**config.mk**
```make
export PLATFORM = sky130hd
export DESIGN_NAME = instruction_fetch_stage_flat
export DESIGN_NICKNAME = d
export VERILOG_FILES = /design/src/rtl/riscv_core_pkg.sv /design/src/rtl/instruction_fetch_stage_if.sv /design/src/rtl/fetch_skid_buffer.sv /design/src/rtl/instruction_fetch_stage.sv /design/src/flat_wrapper.sv
export SDC_FILE = /design/constraint.sdc
export NUM_CORES = 1
export LEC_CHECK = 0
export CORE_ASPECT_RATIO = 1.2
export CORE_MARGIN = 2
export CORE_UTILIZATION = 54
export CTS_BUF_LIST = sky130_fd_sc_hd__clkbuf_4 sky130_fd_sc_hd__clkbuf_8
export CTS_CLUSTER_DIAMETER = 60
export DETAILED_ROUTE_END_ITERATION = 16
export PLACE_DENSITY = 0.83
export SLEW_MARGIN = 10
export SYNTH_ARGS = -nofsm -noshare
export SYNTH_HDL_FRONTEND = slang
export SYNTH_HIERARCHICAL = 1
export SYNTH_SLANG_ARGS = --single-unit
```
**constraint.sdc**
```tcl
create_clock -name clk -period 2.64 [get_ports clk]
set_clock_uncertainty 0.15 [all_clocks]
set_input_delay 0.792 -clock clk [delete_from_list [all_inputs] [get_ports clk]]
set_output_delay 0.792 -clock clk [all_outputs]
set_load 0.02 [all_outputs]
```
**src/rtl/riscv_core_pkg.sv**
```systemverilog
// Shared core definitions for the fetch front end: NOP encoding, fetch FSM
// state encoding and the default reset vector.
package riscv_core_pkg;

    // addi x0, x0, 0 -- canonical RISC-V NOP used for IF/ID bubbles
    localparam logic [31:0] NOP_INSTRUCTION = 32'h0000_0013;

    // Default PC after reset
    localparam logic [31:0] DEFAULT_RESET_VECTOR = 32'h0000_0000;

    // Fetch FSM states
    typedef enum logic [1:0] {
        FETCH_REQUEST = 2'd0,
        WAIT_RESPONSE = 2'd1,
        HOLD          = 2'd2
    } fetch_state_t;

endpackage

```
**src/rtl/instruction_fetch_stage_if.sv**
```systemverilog
// Instruction-memory bus between the fetch stage (master) and memory (slave).
// One request in flight at a time; exactly one response per accepted request.
interface instruction_fetch_stage_if #(
    parameter int ADDRESS_WIDTH = 32
);
    logic                     instruction_request_valid;
    logic [ADDRESS_WIDTH-1:0] instruction_request_address;
    logic                     instruction_request_ready;
    logic                     instruction_response_valid;
    logic [31:0]              instruction_response_data;

    modport master (
        output instruction_request_valid,
        output instruction_request_address,
        input  instruction_request_ready,
        input  instruction_response_valid,
        input  instruction_response_data
    );

    modport slave (
        input  instruction_request_valid,
        input  instruction_request_address,
        output instruction_request_ready,
        output instruction_response_valid,
        output instruction_response_data
    );
endinterface

```
**src/rtl/fetch_skid_buffer.sv**
```systemverilog
// Single-entry holding register for a fetched word that arrived while
// IF/ID was stalled. Priority: clear > load > drain.
module fetch_skid_buffer
    import riscv_core_pkg::*;
#(
    parameter int ADDRESS_WIDTH = 32
) (
    input  logic                     clk,
    input  logic                     rst_n,
    input  logic                     load,
    input  logic [31:0]              load_data,
    input  logic [ADDRESS_WIDTH-1:0] load_pc,
    input  logic                     drain,
    input  logic                     clear,
    output logic [31:0]              data,
    output logic [ADDRESS_WIDTH-1:0] pc,
    output logic                     full
);

    logic [31:0]              data_reg;
    logic [ADDRESS_WIDTH-1:0] pc_reg;
    logic                     full_reg;

    // Capture a word on load; empty on drain or clear
    always_ff @(posedge clk or negedge rst_n) begin
        if (!rst_n) begin
            data_reg <= NOP_INSTRUCTION;
            pc_reg   <= '0;
            full_reg <= 1'b0;
        end else if (clear) begin
            full_reg <= 1'b0;
        end else if (load) begin
            data_reg <= load_data;
            pc_reg   <= load_pc;
            full_reg <= 1'b1;
        end else if (drain) begin
            full_reg <= 1'b0;
        end
    end

    assign data = data_reg;
    assign pc   = pc_reg;
    assign full = full_reg;

endmodule

```
**src/rtl/instruction_fetch_stage.sv**
```systemverilog
// Instruction fetch stage: owns the PC, issues one instruction-memory request
// at a time, absorbs variable memory latency and drives the IF/ID register.
// Honours stall_pipeline and redirects on a taken branch from execute.
// Optional feature macro: FETCH_PERF_COUNTERS_EN adds retired-word and
// stall-cycle counters as extra outputs.
module instruction_fetch_stage
    import riscv_core_pkg::*;
#(
    parameter int                       ADDRESS_WIDTH = 32,
    parameter logic [ADDRESS_WIDTH-1:0] RESET_VECTOR  = ADDRESS_WIDTH'(DEFAULT_RESET_VECTOR)
) (
    input  logic                         clk,
    input  logic                         rst_n,
    input  logic                         stall_pipeline,
    input  logic                         branch_taken_execute,
    input  logic [ADDRESS_WIDTH-1:0]     branch_target_execute,
    instruction_fetch_stage_if.master    imem,
    output logic [31:0]                  instruction_decode,
    output logic [ADDRESS_WIDTH-1:0]     program_counter_decode,
    output logic                         valid_decode
`ifdef FETCH_PERF_COUNTERS_EN
    ,
    output logic [31:0]                  fetch_count_retired,
    output logic [31:0]                  fetch_stall_cycles
`endif
);

    fetch_state_t             state_reg;
    logic [ADDRESS_WIDTH-1:0] pc_reg;
    logic [ADDRESS_WIDTH-1:0] inflight_pc_reg;
    logic                     discard_reg;
    logic                     request_valid_reg;
    logic [31:0]              instruction_decode_reg;
    logic [ADDRESS_WIDTH-1:0] program_counter_decode_reg;
    logic                     valid_decode_reg;

    logic [31:0]              skid_data;
    logic [ADDRESS_WIDTH-1:0] skid_pc;
    logic                     skid_full;

    logic                     request_fire;
    logic                     response_seen;
    logic                     decode_can_accept;
    logic                     response_to_decode;
    logic                     response_to_skid;
    logic                     skid_to_decode;
    logic [ADDRESS_WIDTH-1:0] redirect_pc;
    logic [ADDRESS_WIDTH-1:0] pc_plus_four;

    // Masking keeps every target bit in the expression; misalignment is simply dropped
    assign redirect_pc  = branch_target_execute & ~ADDRESS_WIDTH'(3);
    assign pc_plus_four = pc_reg + ADDRESS_WIDTH'(4);

    // Handshake and word-routing decisions shared by the FSM, skid and counters
    always_comb begin
        request_fire       = request_valid_reg && imem.instruction_request_ready;
        response_seen      = (state_reg == WAIT_RESPONSE) && imem.instruction_response_valid;
        decode_can_accept  = !stall_pipeline || !valid_decode_reg;
        response_to_decode = !branch_taken_execute && response_seen && !discard_reg && decode_can_accept;
        response_to_skid   = !branch_taken_execute && response_seen && !discard_reg && !decode_can_accept;
        skid_to_decode     = !branch_taken_execute && (state_reg == HOLD) && skid_full && !stall_pipeline;
    end

    fetch_skid_buffer #(
        .ADDRESS_WIDTH (ADDRESS_WIDTH)
    ) u_skid (
        .clk       (clk),
        .rst_n     (rst_n),
        .load      (response_to_skid),
        .load_data (imem.instruction_response_data),
        .load_pc   (inflight_pc_reg),
        .drain     (skid_to_decode),
        .clear     (branch_taken_execute),
        .data      (skid_data),
        .pc        (skid_pc),
        .full      (skid_full)
    );

    // Fetch FSM with PC, discard flag, registered request valid and IF/ID register
    always_ff @(posedge clk or negedge rst_n) begin
        if (!rst_n) begin
            state_reg                  <= FETCH_REQUEST;
            pc_reg                     <= RESET_VECTOR;
            inflight_pc_reg            <= '0;
            discard_reg                <= 1'b0;
            request_valid_reg          <= 1'b0;
            instruction_decode_reg     <= NOP_INSTRUCTION;
            program_counter_decode_reg <= '0;
            valid_decode_reg           <= 1'b0;
        end else if (branch_taken_execute) begin
            // Redirect wins over stall: squash IF/ID and refetch from the target
            pc_reg                 <= redirect_pc;
            valid_decode_reg       <= 1'b0;
            instruction_decode_reg <= NOP_INSTRUCTION;
            case (state_reg)
                FETCH_REQUEST: begin
                    if (request_fire) begin
                        discard_reg       <= 1'b1;
                        state_reg         <= WAIT_RESPONSE;
                        request_valid_reg <= 1'b0;
                    end else begin
                        state_reg         <= FETCH_REQUEST;
                        request_valid_reg <= 1'b1;
                    end
                end
                WAIT_RESPONSE: begin
                    if (imem.instruction_response_valid) begin
                        discard_reg       <= 1'b0;
                        state_reg         <= FETCH_REQUEST;
                        request_valid_reg <= 1'b1;
                    end else begin
                        discard_reg       <= 1'b1;
                        state_reg         <= WAIT_RESPONSE;
                        request_valid_reg <= 1'b0;
                    end
                end
                default: begin
                    state_reg         <= FETCH_REQUEST;
                    request_valid_reg <= 1'b1;
                end
            endcase
        end else begin
            // Unstalled IF/ID with nothing new becomes a bubble
            if (!stall_pipeline) begin
                valid_decode_reg       <= 1'b0;
                instruction_decode_reg <= NOP_INSTRUCTION;
            end
            case (state_reg)
                FETCH_REQUEST: begin
                    if (request_fire) begin
                        inflight_pc_reg   <= pc_reg;
                        pc_reg            <= pc_plus_four;
                        state_reg         <= WAIT_RESPONSE;
                        request_valid_reg <= 1'b0;
                    end else begin
                        request_valid_reg <= 1'b1;
                    end
                end
                WAIT_RESPONSE: begin
                    if (imem.instruction_response_valid) begin
                        if (discard_reg) begin
                            discard_reg       <= 1'b0;
                            state_reg         <= FETCH_REQUEST;
                            request_valid_reg <= 1'b1;
                        end else if (response_to_decode) begin
                            instruction_decode_reg     <= imem.instruction_response_data;
                            program_counter_decode_reg <= inflight_pc_reg;
                            valid_decode_reg           <= 1'b1;
                            state_reg                  <= FETCH_REQUEST;
                            request_valid_reg          <= 1'b1;
                        end else begin
                            state_reg <= HOLD;
                        end
                    end
                end
                HOLD: begin
                    if (skid_to_decode) begin
                        instruction_decode_reg     <= skid_data;
                        program_counter_decode_reg <= skid_pc;
                        valid_decode_reg           <= 1'b1;
                        state_reg                  <= FETCH_REQUEST;
                        request_valid_reg          <= 1'b1;
                    end
                end
                default: begin
                    state_reg         <= FETCH_REQUEST;
                    request_valid_reg <= 1'b1;
                end
            endcase
        end
    end

    assign imem.instruction_request_valid   = request_valid_reg;
    assign imem.instruction_request_address = pc_reg;
    assign instruction_decode               = instruction_decode_reg;
    assign program_counter_decode           = program_counter_decode_reg;
    assign valid_decode                     = valid_decode_reg;

`ifdef FETCH_PERF_COUNTERS_EN
    logic [31:0] fetch_count_retired_reg;
    logic [31:0] fetch_stall_cycles_reg;

    // Count words delivered to decode and cycles spent waiting on memory or decode
    always_ff @(posedge clk or negedge rst_n) begin
        if (!rst_n) begin
            fetch_count_retired_reg <= '0;
            fetch_stall_cycles_reg  <= '0;
        end else begin
            if (response_to_decode || skid_to_decode) begin
                fetch_count_retired_reg <= fetch_count_retired_reg + 32'd1;
            end
            if ((state_reg == WAIT_RESPONSE) || (state_reg == HOLD)) begin
                fetch_stall_cycles_reg <= fetch_stall_cycles_reg + 32'd1;
            end
        end
    end

    assign fetch_count_retired = fetch_count_retired_reg;
    assign fetch_stall_cycles  = fetch_stall_cycles_reg;
`endif

endmodule

```
**src/flat_wrapper.sv**
```systemverilog
// flat-port wrapper written by rule: the top's interface ports become plain ports
module instruction_fetch_stage_flat import riscv_core_pkg::*;
#(
    parameter int                       ADDRESS_WIDTH = 32,
    parameter logic [ADDRESS_WIDTH-1:0] RESET_VECTOR  = ADDRESS_WIDTH'(DEFAULT_RESET_VECTOR)
)
  (clk, rst_n, stall_pipeline, branch_taken_execute, branch_target_execute, instruction_decode, program_counter_decode, valid_decode, imem_instruction_request_valid, imem_instruction_request_address, imem_instruction_request_ready, imem_instruction_response_valid, imem_instruction_response_data);
  instruction_fetch_stage_if #(.ADDRESS_WIDTH(ADDRESS_WIDTH)) imem_i ();
  input  logic clk;
  input  logic rst_n;
  input  logic stall_pipeline;
  input  logic branch_taken_execute;
  input  logic [ADDRESS_WIDTH-1:0] branch_target_execute;
  output logic [31:0] instruction_decode;
  output logic [ADDRESS_WIDTH-1:0] program_counter_decode;
  output logic valid_decode;
  output wire logic [$bits(imem_i.instruction_request_valid)-1:0] imem_instruction_request_valid;
  output wire logic [$bits(imem_i.instruction_request_address)-1:0] imem_instruction_request_address;
  input wire logic [$bits(imem_i.instruction_request_ready)-1:0] imem_instruction_request_ready;
  input wire logic [$bits(imem_i.instruction_response_valid)-1:0] imem_instruction_response_valid;
  input wire logic [$bits(imem_i.instruction_response_data)-1:0] imem_instruction_response_data;
  assign imem_instruction_request_valid = imem_i.instruction_request_valid;
  assign imem_instruction_request_address = imem_i.instruction_request_address;
  assign imem_i.instruction_request_ready = imem_instruction_request_ready;
  assign imem_i.instruction_response_valid = imem_instruction_response_valid;
  assign imem_i.instruction_response_data = imem_instruction_response_data;
  instruction_fetch_stage #(.ADDRESS_WIDTH(ADDRESS_WIDTH), .RESET_VECTOR(RESET_VECTOR)) u_core (.clk(clk), .rst_n(rst_n), .stall_pipeline(stall_pipeline), .branch_taken_execute(branch_taken_execute), .branch_target_execute(branch_target_execute), .imem(imem_i), .instruction_decode(instruction_decode), .program_counter_decode(program_counter_decode), .valid_decode(valid_decode));
endmodule
```
# Word level (Yosys, flattened, before mapping)

Cells that the tools add are included.

Bits in registers: 198
Output and inout port bits: 98
Word-level logic and storage cells: 104

$add $sub $neg: 1
Equality and inequality tests: 11
Multiplexer cells: 50
Bitwise operators: 1
Reductions and logical operators: 30

Operators by type and width:

| kind                                                                     | number |
|---|---|
| 32-bit two-way mux                                                       | 13 |
| 32-bit case mux with 2 select lines                                      | 2 |
| 32-bit by 3-bit adder with 32-bit output (second input constant)         | 1 |
| 1-bit two-way mux                                                        | 23 |
| 2-bit two-way mux                                                        | 6 |
| 2-bit nonzero test                                                       | 6 |
| 1-bit logical AND                                                        | 9 |
| 3-bit by 2-bit inequality test with 1-bit output (second input constant) | 3 |
| 3-bit AND reduction                                                      | 3 |
| 1-bit case mux with 2 select lines                                       | 3 |
| 2-bit case mux with 3 select lines                                       | 1 |
| 6-bit AND reduction                                                      | 1 |
| 1-bit logical NOT                                                        | 5 |
| 2-bit by 1-bit inequality test with 1-bit output (second input constant) | 2 |
| 2-bit inequality test (second input constant)                            | 2 |
| 4-bit by 2-bit inequality test with 1-bit output (second input constant) | 1 |
| 2-bit case mux with 2 select lines                                       | 1 |
| 2-bit AND reduction                                                      | 2 |
| 4-bit AND reduction                                                      | 1 |
| 3-bit inequality test (second input constant)                            | 1 |
| 1-bit case mux with 3 select lines                                       | 1 |
| 3-bit nonzero test                                                       | 1 |
| 2-bit by 1-bit equality test with 1-bit output (second input constant)   | 1 |
| 2-bit equality test (second input constant)                              | 1 |
| 3 further kinds                                                          | 3 |

# Depth between registers and ports, before layout

Gate-level depths: netlist of run 1.

Word-level depth: 10
Depth in mapped cells: 9
Depth with buffers taken out: 7

# By module

The synthesis of run 1 kept the hierarchy.

By module, submodules not included:

| module                  | times used | cells an instance | area an instance (um^2) | seq. area each (um^2) |
|---|---|---|---|---|
| instruction_fetch_stage | 1          | 627               | 6025.8                  | 3231.8 |
| fetch_skid_buffer       | 1          | 140               | 2745.1                  | 1630.3 |

# Worst setup path after synthesis of run 1

OpenSTA, ideal clock, no wires.

Path kind: in2reg
Start point: input branch_taken_execute
End point: register u_core.u_skid.data_reg[10] (netlist: u_core/u_skid/data[10])
Arrival time: 2307 ps
Slack: 58 ps
Stages on the path: 7
Buffers on the path: 4
Path through: clkbuf_1 -> clkbuf_1 -> nor4_1 -> nor2b_4 -> buf_12 -> buf_12 -> mux2_4

Cells in the longest elaborated chain, start to end: 5
Elaborated cells between the ends (all ways): 6
Those cells by class: bitwise (1); reduce/logical (5)

RTL lines:

| element                           | RTL line                      | text |
|---|---|---|
| start: declaration                | flat_wrapper.sv:12            | `input logic branch_taken_execute;` |
| 1-bit logical NOT                 | instruction_fetch_stage.sv:60 | `response_to_skid = !branch_taken_execute && response_seen && !discard_reg && !decode_can_accept;` |
| 1-bit logical AND (3 in a row)    | instruction_fetch_stage.sv:60 |  |
| named net u_core.response_to_skid | instruction_fetch_stage.sv:45 | `logic response_to_skid;` |
| 2-bit AND reduction (no line)     | -                             |  |
| end signal: assignment            | fetch_skid_buffer.sv:33       | `data_reg <= load_data;` |
| end: declaration                  | fetch_skid_buffer.sv:20       | `logic [31:0] data_reg;` |

The timed path passes the listed nets, and every way through them passes these cells.
A chain may end at the register's enable or synchronous reset.

# Worst setup path after layout of run 1

Start point: register u_core.pc_reg[15] (netlist: u_core/imem.instruction_request_address[15])
End point: output imem_instruction_request_address[15]

RTL lines:

| element                  | RTL line                       | text |
|---|---|---|
| start: declaration       | instruction_fetch_stage.sv:29  | `logic [ADDRESS_WIDTH-1:0] pc_reg;` |
| start signal: assignment | instruction_fetch_stage.sv:92  | `pc_reg <= redirect_pc;` |
| start signal: assignment | instruction_fetch_stage.sv:132 | `pc_reg <= pc_plus_four;` |
| end: declaration         | flat_wrapper.sv:18             | `output wire logic [$bits(imem_i.instruction_request_address)-1:0] imem_instruction_request_address;` |

No word-level cell between the ends.

==> results of run 1 <==
[cell families (layout without fill, tap and decap cells)]
family / Yosys count / in the layout
XOR/XNOR: 27 / 27
multiplexers: 101 / 101
AND/OR/NAND/NOR: 241 / 241
AO/OA/AOI/OAI: 115 / 115
flip-flops: 194 / 194
other: 1 / 4
adder cells (fa/ha/maj): 4 / 4
buffers and inverters: 84 / 275
[Yosys cell counts (all sizes together)]
library cell and number:
buf 18, a21o 1, nand3 11, ha 4, nand2 167, o22ai 1, clkbuf 27, and4 5
and3 7, o21ai 64, nor2b 1, mux2 70, nor3 8, conb 1, inv 39, o31ai 1
nand4 7, a31oi 1, dfrtp 188, dfstp 6, a221oi 1, a311oi 1, or2 2, xnor2 20
a221o 1, a222oi 29, a31o 2, nand2b 3, nor2 12, or4 2, mux2i 31, a211o 1
a21oi 10, o211ai 2, and2 4, xor2 7, nor4 12
[placed cells by master (no fill, tap or decap), drive strengths merged, types with 7 or more instances in the layout]
master,count
dfrtp,188
xor2,7
mux2i,31
clkbuf,21
nor2,12
buf,42
a222oi,29
clkdlybuf4s50,161
xnor2,20
nor4,12
mux2,70
nand2,167
o21ai,64
inv,41
and3,7
nor3,8
nand3,11
a21oi,10
nand4,7
[how the worst max path moves through the flow]
| stage | to | slack (ns) | cells after the start |
|---|---|---|---|
| floorplan | u_core/u_skid/data[10]$_DFFE_PN0P_ | 0.06 | 7 |
| global placement | u_core/u_skid/data[31]$_DFFE_PN0P_ | -0.26 | 6 |
| detailed placement | u_core/u_skid/data[26]$_DFFE_PN0P_ | -0.33 | 6 |
| CTS | instruction_decode[4] | 0.02 | 1 |
| global route | imem_instruction_request_address[26] | 0.0009 | 1 |
| finish | imem_instruction_request_address[15] | 0.06 | 1 |
[layer usage]
metal / wire length [µm] / GRT usage
met5: 0 / 0
met4: 605 / 0.112
met3: 751 / 0.0460
met2: 10600 / 0.411
met1: 8650 / 0.322
[report_power, final]
group	leakage (µW)	internal, µW	switching (µW)
registers	0.00255	3590	470
clock network	0.000196	890	1040
logic	0.00245	1330	1540
[timing repair]
| action | CTS | global route |
|---|---|---|
| resized for setup | 1 | 0 |
| endpoints found under the setup margin | 1 | 0 |
| hold buffers | 0 | 0 |
[stage by stage]
| stage | TNS, ns | util |
|---|---|---|
| after floorplan | 0 | - |
| after global placement | -18.05 | 0.675 |
| after detailed placement | -23.44 | 0.675 |
| after CTS | 0 | 0.700 |
| after global routing | 0 | 0.700 |
| final | 0 | 0.700 |
[layout make-up]
| class | instances | area [µm²] | share of cell area |
|---|---|---|---|
| Clock buffer | 20 | 263 | 0.0234 |
| Sequential cell | 194 | 4860 | 0.432 |
| Timing Repair Buffer | 204 | 2090 | 0.186 |
| Inverter | 39 | 146 | 0.0130 |
| Clock inverter | 12 | 133 | 0.0118 |
| Multi-Input combinational cell | 492 | 3490 | 0.310 |
| Tap cell | 212 | 265 | 0.0236 |
==> out/metrics.yaml, run 1 <==
hold_violations: 0
synth-compound-area-share: 0.0863
pre_cts_ws_ns: -0.328
io_pins: 168
gp_congestion: 0.872
timing.setup.critical_path_class: "reg -> out"
cts_buffers: 17
grt_pass1_wl_mm: 33.6
clock_latency_ns: 0.47
status: "complete, no violations"
firstDrtPassIters: 6
routedWlPerCell_um: 17.6
syn_inst: 767
yosys.area_share.simple: 0.123
place_inst: 1141
stdcell_count: 1173
drc_errors: 0
hold_slack_ns: 0.116
startpoint_type: "flop"
area_growth_syn_to_layout_pct: 28.3
p_leak_uw: 0.00520
yosysSeqAreaShare: 0.554
drv_cap: 0
worstPathArrival_ns: 1.64
clk_pin_slew_ns: 0.09
crit_path_start: "u_core/imem.instruction_request_address[15]$_DFFE_PN0P_"
synth_area_leaders: "dfrtp_1, mux2_4, nand2_1, o21ai_0, mux2i_1"
slowest_delay_ns: 0.66
grt_max_degree: 65
finalSetupViolations: 0
num-nets-final: 1022
synthXorXnorAreaFrac: 0.0270
dieArea_um2: 17300
htreeDepth: 4
die_x_um: 120
die_height_um: 144
dpl_cell_area_um2: 10900
hold_class: "in -> async"
p_per_area_nw_per_um2: 787
io_buffer_count: 163
crit_fanout: 6
final_area_um2: 11300
synth_mux_area_frac: 0.151
core_um2: 16100
synth_area_per_cell_um2: 11.4
layout_setup_ws_ns: 0.0556
netlist_area_um2: 8770
ff2ff_path_depth: 7
synth_top_family_by_area: "multiplexers"
crit_family: "buffers and inverters"
yosysUniqueCellTypes: 45
ys_warn_count: 6
row_count: 51
antennaDiodeCount: 0
slew_violations: 0
synth-seq-cells: 194
synth_top_area_frac: 0.536
grt-ovfl-total: 0
cts-root-buf: "clkbuf_8"
max-vdd-ir-drop_mv: 0.539
finalWirelength_mm: 20.6
finalPower_uw: 8860
cts_setup_buffers: 0
nFillCells: 1183
first_global_vias: 6659
drtIter0Drc: 597
rsz0062_at_grt: "false"
cts_tree: "built"
dr_total_vias: 6404
ant_nets: 0
clock_sinks: 194
r2r_slack_ns: 0.26
grt_usage: 0.249
synth_fa_ha_area_frac: 0.00571
max_freq_mhz: 387
worstReg2RegStart: "u_core/state_reg[1]$_DFFE_PN0P_"
worst-path-buf-inv: 1
start_util: 0.545
post-synth-top-area-cell: "dfrtp_1"
required_ns: 1.70
antenna_found_initial: 0
crit_path_cell_trace: "clkdlybuf4s50_1"
reg2reg_to: "u_core/u_skid/data[31]$_DFFE_PN0P_"
fin_crit_ns: 2.58
endpoint_kind: "primary output"
dp_hpwl_mm: 14.3
drive_gt1_frac: 0.173
via_per_inst: 5.46
crit_slowest_cell: "clkdlybuf4s50_1"
cts.path.max_buffers: 2
min_period_over_period: 0.979
Power figures use the tool's default switching activity.
==> inputs of run 2 (changes only) <==
- clock period: 2.64 -> 2.7 ns (I/O delays scaled with it)
==> out/metrics.yaml, run 2 (synthesis results as in run 1) <==
firstDrtPassIters: 6  # unchanged
final_common_cell: "dfrtp_1"
violations: "setup timing"
cts_tree: "built"
timing.setup.critical_path_class: "in -> reg"
row_count: 51  # unchanged
grt_usage: 0.245  # -0.00363
clock_latency_ns: 0.46  # about the same
max_freq_mhz: 367
cts.path.max_buffers: 2  # unchanged
min_period_over_period: 1.01
drc_errors: 0  # unchanged
worstPathArrival_ns: 2.92  # +1.28 ns
crit_path_cell_trace: "clkdlybuf4s50_1, nand2_1, nor4_1, nor2b_4, buf_12, mux2_2"
ff2ff_path_depth: 7  # unchanged
crit_path_end: "u_core/u_skid/data[31]$_DFFE_PN0P_"
setup_tns_ns: -0.0215  # -0.0215 ns
r2r_slack_ns: 0.16  # -0.10 ns
drive_gt1_frac: 0.173  # unchanged
layout_setup_ws_ns: -0.0215  # -0.0770 ns
grt_max_degree: 65  # unchanged
hold_slack_ns: 0.141  # +0.0247 ns
dieArea_um2: 17300  # unchanged
required_ns: 2.90  # +1.20 ns
die_height_um: 144  # unchanged
num-nets-final: 1022  # unchanged
clk_pin_slew_ns: 0.10  # about the same
clkPwrFrac: 0.231  # +0.013
final_cell_mix: "dfrtp_1, nand2_1, clkdlybuf4s50_1"
finalWirelength_mm: 20.3  # -1.6%
status: "finished with violations"
area_growth_syn_to_layout_pct: 28.4
wl_met3_um: 888  # +18%
p_comb_frac: 0.320  # -0.004
hold_class: "in -> async"
dp_hpwl_mm: 14.0  # -2.0%
antenna_found_initial: 0  # unchanged
wl_met1_mm: 8.41  # -2.8%
utilization: 0.700  # +0.000700
cts_setup_buffers: 0  # unchanged
via_per_inst: 5.44  # -0.30%
tightest_slew_ns: 0.605
rsz0062_at_grt: "false"
core_um2: 16100  # unchanged
nFillCells: 1199  # +1.4%
gp_congestion: 0.898  # +2.9%
stdcell_count: 1173  # unchanged
routed.top_layer: "met4"
p_sw_frac: 0.347  # +0.00294
p_leak_uw: 0.00521  # +0.19%
place_inst: 1141  # unchanged
finalSetupViolations: 1  # +1
endpoint_kind: "flop"
slowest_delay_ns: 0.53  # -0.13 ns
startpoint_type: "input port"
cts_buffers: 17  # unchanged
cts-root-buf: "clkbuf_8"
clock_sinks: 194  # unchanged
wl_met2_mm: 10.5  # -1.0%
finalPower_uw: 8810  # -0.52%
seqPwrFrac: 0.449  # -0.009
worstReg2RegStart: "u_core/state_reg[1]$_DFFE_PN0P_"
start_util: 0.545  # unchanged
reg2reg_to: "u_core/u_skid/data[31]$_DFFE_PN0P_"
crit_fanout: 32  # +26
grt_pass1_wl_mm: 33.3  # -1.1%
antennaDiodeCount: 0  # unchanged
grt-ovfl-total: 0  # unchanged
hold_violations: 0  # unchanged
drv_cap: 0  # unchanged
p_per_area_nw_per_um2: 782  # -0.62%
crit_path_start: "stall_pipeline"
fin_crit_ns: 2.72
max-vdd-ir-drop_mv: 0.609  # +13%
drtIter0Drc: 573  # -4.0%
first_global_vias: 6607  # -0.78%
io_buffer_count: 163  # unchanged
routedWlPerCell_um: 17.3  # -1.6%
p_switching_uw: 3050  # +0.33%
slew_violations: 0  # unchanged
dr_total_vias: 6385  # -0.30%
crit_slowest_cell: "nor4_1"
max_slew_margin: 0.593
die_x_um: 120  # unchanged
htreeDepth: 4  # unchanged
ant_nets: 0  # unchanged
intPower_uw: 5750  # -0.97%
io_pins: 168  # unchanged
==> run 2: cell count changes in the layout (fill, tap and decap cells not counted), sizes merged <==
cell / delta
clkinvlp: -1
inv: +4
bufinv: +1
clkbuf: -3
clkinv: -1
==> run 2: worst min path at each step <==
stage	end	depth (start not counted)
after CTS	u_core/imem.instruction_request_address[13]$_DFFE_PN0P_	1
after detailed placement	u_core/program_counter_decode[22]$_DFFE_PN0P_	2
after global routing	u_core/program_counter_decode[7]$_DFFE_PN0P_	1
final	u_core/program_counter_decode[14]$_DFFE_PN0P_	1
after floorplan	u_core/instruction_decode[26]$_DFF_PN0_	2
after global placement	u_core/program_counter_decode[1]$_DFFE_PN0P_	2
==> run 2: per-layer routing <==
layer | track usage | vias up
met4 | 0.0887 | 0
li1 | - | 3019
met2 | 0.416 | 169
met3 | 0.0500 | 36
met5 | 0 | -
met1 | 0.314 | 3161
==> run 2: layout make-up <==
cell class / count / area [µm²] / area share
clock inverters: 15 / 198 / 0.0176
multi-input cells: 492 / 3490 / 0.310
inverters: 39 / 146 / 0.0130
flip-flops and latches: 194 / 4860 / 0.432
repair buffers: 204 / 2060 / 0.183
clock buffers: 17 / 234 / 0.0208
well taps: 212 / 265 / 0.0236
==> run 2: power by group through the flow <==
| stage | clock (µW) | combinational [µW] | sequential [µW] |
|---|---|---|---|
| detailed placement | 0 | 2810 | 4010 |
| global route | 2220 | 3070 | 4050 |
| finish | 2040 | 2820 | 3960 |
| global placement | 0 | 2740 | 3990 |
| floorplan | 0 | 1170 | 4310 |
| CTS | 2070 | 2830 | 3960 |
==> run 2: per-stage QoR <==
step | instance area [µm²] | setup slack (ns)
3_5_place_dp | 10800 | -0.365
3_3_place_gp | 10800 | -0.239
2_1_floorplan | 8780 | 0.0999
4_1_cts | 11300 | 0.0459
5_1_grt | 11300 | 0.00339
6_report | 11300 | -0.0215
==> run 2: repair_timing <==
item / 4_1_cts / 5_1_grt
hold buffers: 0 / 0
hold endpoints to repair: 0 / 0
endpoints found under the setup margin: 0 / 1
gates resized for setup: 0 / 1
==> run 2: critical path, delay by kind of cell <==
| family | cells | cell delay [ns] |
|---|---|---|
| simple gates | 3 | 0.95 |
| mux | 1 | 0.38 |
| buf+inv | 2 | 0.76 |
==> edit 1: new RTL, settings of run 1 <==
Register the input `branch_target_execute` before use, without a reset. The logic sees it one clock later. The other inputs are not delayed to match.
--- a/src/rtl/instruction_fetch_stage.sv
+++ b/src/rtl/instruction_fetch_stage.sv
@@ -25,6 +25,12 @@
 `endif
 );
 
+    logic [ADDRESS_WIDTH-1:0] branch_target_execute_q;
+
+    always_ff @(posedge clk) begin
+        branch_target_execute_q <= branch_target_execute;
+    end
+
     fetch_state_t             state_reg;
     logic [ADDRESS_WIDTH-1:0] pc_reg;
     logic [ADDRESS_WIDTH-1:0] inflight_pc_reg;
@@ -48,7 +54,7 @@
     logic [ADDRESS_WIDTH-1:0] pc_plus_four;
 
     // Masking keeps every target bit in the expression; misalignment is simply dropped
-    assign redirect_pc  = branch_target_execute & ~ADDRESS_WIDTH'(3);
+    assign redirect_pc  = branch_target_execute_q & ~ADDRESS_WIDTH'(3);
     assign pc_plus_four = pc_reg + ADDRESS_WIDTH'(4);
 
     // Handshake and word-routing decisions shared by the FSM, skid and counters
Check against the original RTL: not equivalent (Yosys sat finds a counterexample within 4 cycles, from zero or initial values and one cycle with rst_n low).
==> edit 1 against run 1 <==
  * Combinational power increased by 4%
  * Routed wire length increased by 8.9%
  * Via count increased by 7.6%
  * Synthesized cell count decreased by 1.3%
  * Register-to-register slack got worse by 0.11 ns
  * Sequential share of layout area decreased by 0.20 points
  * First-iteration DRC count decreased by 31%
  * Power increased by 20%
  * Area after synthesis increased by 10%
  * Design area increased by 13%
  * Hold slack got worse by 0.030 ns
  * Final cell count increased by 3.8%
  * Setup slack improved by 0.023 ns
  * Sequential cell count increased by 30
  * Critical endpoint is now imem_instruction_request_address[23]
  * Largest power group unchanged
  * Highest routed layer unchanged
==> edit 1: results (changes against run 1) <==
* Status: finished clean
* CTS max path bufs at 3 (+1)
* Slowest CP cell: clkdlybuf4s50_1
* CP Launch Point: u_core/imem.instruction_request_address[23]
* Slowest stage delay, CP at 0.64 ns (-0.02 ns)
* Layout Cells excl Fill at 1217 (+3.8%)
* Cell leakage power at 0.005598 uW (+7.7%)
* Hold Path Class: in2async
* Number of CTS-inserted buffers at 36 (+19)
* Max VDD drop at 550.3 uV (+2.0%)
* Critical path's top delay family: buffers and inverters
* Skew-Pair Late Insertion Delay at 0.52 ns (+0.05 ns)
* GPL Wtd Cong at 0.8211 (-5.9%)
* CP Data Arrival Time at 1.62 ns (-0.02 ns)
* Yosys warns at 6 (unchanged)
* Gr usage total at 23.79% (-1.1 points)
* IO buf count at 163 (unchanged)
* Placed inst area at 11900 sq um (+9.6%)
* Synth area leaders: dfrtp_1, mux2_2, mux2_4
* Crit path max fanout at 6 (unchanged)
* Pin count of the biggest net entering global routing at 51 (-22%)
* RR Startpoint: u_core/state_reg[0]
* First-pass GRT wire length at 36.29 mm (+7.9%)
* Iter 0 DRT Violations at 411 (-31%)
* Vias per cell at 5.661 (+3.7%)
* Commonest cells in the netlist: dfrtp_1, mux2_2, mux2_4, o21ai_0, inv_1
* HPWL after DPL at 14.82 mm (+3.7%)
* Clock Tree Root: clkbuf_8
* Initial antenna violation count at 0 (unchanged)
* Clk slew on worst S/H paths at 0.07 ns (-0.02 ns)
* Drt pass-1 iters at 5 (-1)
* Post-CTS Setup Inserts at 0 (unchanged)
* H-tree levels at 2 (-2)
* Layout cell share with drive strength beyond 1 at 29.59% (+12 points)
* Netlist cell types at 54 (+20%)
* Register area share after synthesis at 56.53% (+1.1 points)
* Vias in the first global route at 6941 (+4.2%)
* Syn Inst Count at 757 (-1.3%)
* Asr flop ratio synth at 86.61% (-13 points)
* Nets at 1043 (+2.1%)
* Wirelength per Cell at 18.45 um (+5.0%)
* Antenna Cells at 0 (unchanged)
edit 1: power by group:
part	internal (uW)	total (uW)	switching (uW)
registers	4070	4510	440
clock network	1770	3100	1330
logic	1630	2990	1360
edit 1: area by class of cell:
class                   count  area, sq um
flip-flops and latches    224         5463
fillers                  1193         4810
inverters                  44        165.2
repair buffers            217         2255
clock buffers              57        690.7
well taps                 220        275.3
multi-input cells         446         3775
clock inverters             9        73.82
edit 1: path summary, 6_finish.rpt:
check,cells after the start,endpoint,slack (ns)
min,1,u_core/u_skid/pc[4],0.09
max,1,imem_instruction_request_address[23],0.08
min in group clk,2,u_core/imem.instruction_request_address[3],0.29
max reg2reg,7,u_core/imem.instruction_request_address[25],0.15
max in group asynchronous,2,u_core/u_skid/data[0],1.59
min reg2reg,2,u_core/imem.instruction_request_address[3],0.29
edit 1: per-layer routing:
metal  vias to the layer above  wire length [um]  track usage, %
li1                       3141                 -               -
met4                         0               489           8.297
met5                         -                 0               0
met3                        46              1493           5.259
met1                      3417              9309           30.68
met2                       285             11160           39.95
edit 1: cell families after synthesis:
kind of cell	count (synthesis)	share of synthesized area, %
and+or+nand+nor	144	8.132
AOI/OAI and AO/OA	130	8.727
buffers and inverters	90	4.868
other	1	0.03881
xor gates and xnor gates	8	0.7251
DFF	224	56.53
adders and majority gates	4	0.5180
muxes	156	20.46
edit 1: through the flow:
stage	util, %	setup WS [ns]
6_report	72.53	0.07886
5_1_grt	72.53	0.006069
4_1_cts	72.28	0.004297
3_5_place_dp	67.97	-0.5085
3_3_place_gp	67.97	-0.4345
2_1_floorplan	-	0.1192
edit 1: what timing repair did:
action / CTS / global route
endpoints found under the setup margin: 7 / 18
resized for setup: 7 / 17
hold endpoints to repair: 0 / 0
hold buffers: 0 / 0
==> edit 2: new RTL, config.mk and constraints of run 1 <==
Made on the original files. `ADDRESS_WIDTH` is set to 32 in 4 places; all go to 24.
--- a/src/rtl/instruction_fetch_stage_if.sv
+++ b/src/rtl/instruction_fetch_stage_if.sv
@@ -1,7 +1,7 @@
 // Instruction-memory bus between the fetch stage (master) and memory (slave).
 // One request in flight at a time; exactly one response per accepted request.
 interface instruction_fetch_stage_if #(
-    parameter int ADDRESS_WIDTH = 32
+    parameter int ADDRESS_WIDTH = 24
 );
     logic                     instruction_request_valid;
     logic [ADDRESS_WIDTH-1:0] instruction_request_address;
--- a/src/rtl/fetch_skid_buffer.sv
+++ b/src/rtl/fetch_skid_buffer.sv
@@ -3,7 +3,7 @@
 module fetch_skid_buffer
     import riscv_core_pkg::*;
 #(
-    parameter int ADDRESS_WIDTH = 32
+    parameter int ADDRESS_WIDTH = 24
 ) (
     input  logic                     clk,
     input  logic                     rst_n,
--- a/src/rtl/instruction_fetch_stage.sv
+++ b/src/rtl/instruction_fetch_stage.sv
@@ -6,7 +6,7 @@
 module instruction_fetch_stage
     import riscv_core_pkg::*;
 #(
-    parameter int                       ADDRESS_WIDTH = 32,
+    parameter int                       ADDRESS_WIDTH = 24,
     parameter logic [ADDRESS_WIDTH-1:0] RESET_VECTOR  = ADDRESS_WIDTH'(DEFAULT_RESET_VECTOR)
 ) (
     input  logic                         clk,
--- a/src/flat_wrapper.sv
+++ b/src/flat_wrapper.sv
@@ -1,7 +1,7 @@
 // flat-port wrapper written by rule: the top's interface ports become plain ports
 module instruction_fetch_stage_flat import riscv_core_pkg::*;
 #(
-    parameter int                       ADDRESS_WIDTH = 32,
+    parameter int                       ADDRESS_WIDTH = 24,
     parameter logic [ADDRESS_WIDTH-1:0] RESET_VECTOR  = ADDRESS_WIDTH'(DEFAULT_RESET_VECTOR)
 )
   (clk, rst_n, stall_pipeline, branch_taken_execute, branch_target_execute, instruction_decode, program_counter_decode, valid_decode, imem_instruction_request_valid, imem_instruction_request_address, imem_instruction_request_ready, imem_instruction_response_valid, imem_instruction_response_data);
Ports: changed (resized branch_target_execute, imem_instruction_request_address and program_counter_decode); port bits go from 168 to 144. No check against the original RTL was run, so the function may have changed too.
==> edit 2 against run 1 <==
  * Design area down 13%
  * Setup slack worse by 0.00062 ns
  * Largest cell class unchanged
  * Sequential cell count down 32
  * First-iteration DRC count down 45%
  * Area after synthesis down 15%
  * Sequential power down 17%
  * Routed wire length down 11%
  * Critical path type unchanged
  * Via count down 14%
  * Hold slack worse by 0.0061 ns
  * Fmax about the same
  * Power down 5.7%
  * Synthesized cell count down 25%
==> edit 2: results (changes against run 1) <==
* Max VDD drop at 518.1 uV (-4.0%)
* Nets at 808 (-21%)
* Layout Cells excl Fill at 925 (-21%)
* Power Total at 8353 uW (-5.7%)
* Placed cell count at 894 (-22%)
* WHS at 0.1098 ns (-0.006050 ns)
* R2R Setup Slk at 0.33 ns (+0.07 ns)
* Register area share after synthesis at 54.25% (-1.2 points)
* HPWL after DPL at 12.88 mm (-9.9%)
* Filler cell count at 936 (-21%)
* Clock power share at 26.0% (+4.2 points)
* GPL Wtd Cong at 0.8626 (-1.1%)
* Layout cell share with drive strength beyond 1 at 29.58% (+12 points)
* Pin count of the biggest net entering global routing at 48 (-26%)
* Vias in the first global route at 5798 (-13%)
* Iter 0 DRT Violations at 328 (-45%)
* Worst R2R End: u_core/imem.instruction_request_address[18]
* Vias at 5479 (-14%)
* Worst r2r path cells at 5 (-2)
* Clock Tree Root: clkbuf_8
* IO buf count at 139 (-15%)
* Crit path max fanout at 8 (+2)
* Worst setup path end: imem_instruction_request_address[12]
* CP Launch Point: u_core/imem.instruction_request_address[12]
* Final worst-path cycle share at 97.92% (about the same)
* RR Startpoint: u_core/imem.instruction_request_address[2]
* Pre-CTS WS at -0.2826 ns (+0.04553 ns)
* Placed inst area at 9324 sq um (-14%)
* Commonest cells in the netlist: dfrtp_1, mux2_2, mux2_4, a22oi_1, o2bb2ai_1
* Status: finished clean
* CTS max path bufs at 2 (unchanged)
* Initial antenna violation count at 0 (unchanged)
* Cell leakage power at 0.004147 uW (-20%)
* Reg power frac at 40.6% (-5.2 points)
* Netlist cell types at 50 (+11%)
-- edit 2: changes by cell type in the layout (fill, tap and decap cells not counted), moves of 25 or more --
| cell | change |
|---|---|
| nand2_1 | -139 |
| o2bb2ai_1 | +29 |
| a22oi_1 | +29 |
| a222oi_1 | -29 |
| o21ai_0 | -47 |
| mux2_2 | +76 |
| clkdlybuf4s50_1 | -25 |
| mux2i_1 | -27 |
| inv_1 | -25 |
| dfrtp_1 | -36 |
-- edit 2: metal layers --
layer / up-vias / GRT usage, % / wire, um
li1: 2473 / - / -
met1: 2759 / 33.97 / 7843
met2: 224 / 42.17 / 9045
met3: 23 / 7.742 / 1292
met4: 0 / 6.722 / 231
met5: - / 0 / 0
-- edit 2: final cells by class --
| type | instances | area (sq um) | area share (%) |
|---|---|---|---|
| Sequential cell | 162 | 4068 | 41.45 |
| Timing Repair Buffer | 183 | 1833 | 18.68 |
| Clock inverter | 10 | 205.2 | 2.091 |
| Tap cell | 171 | 214.0 | 2.180 |
| Multi-Input combinational cell | 365 | 3169 | 32.29 |
| Inverter | 13 | 48.80 | 0.4972 |
| Clock buffer | 21 | 276.5 | 2.817 |
-- edit 2: timing repair --
action / 4_1_cts / 5_1_grt
endpoints found under the setup margin: 3 / 3
gates resized for setup: 3 / 3
pin swaps: 0 / 0
-- edit 2: cells by family after synthesis --
| logic type | Yosys count | synth area share, % |
|---|---|---|
| AND/OR/NAND/NOR | 107 | 7.522 |
| buffers and inverters | 53 | 4.011 |
| multiplexers | 130 | 21.49 |
| AO/OA/AOI/OAI | 111 | 10.95 |
| adder cells (fa/ha/maj) | 4 | 0.6686 |
| other | 1 | 0.05009 |
| XOR/XNOR | 9 | 1.053 |
| flip-flops | 162 | 54.25 |
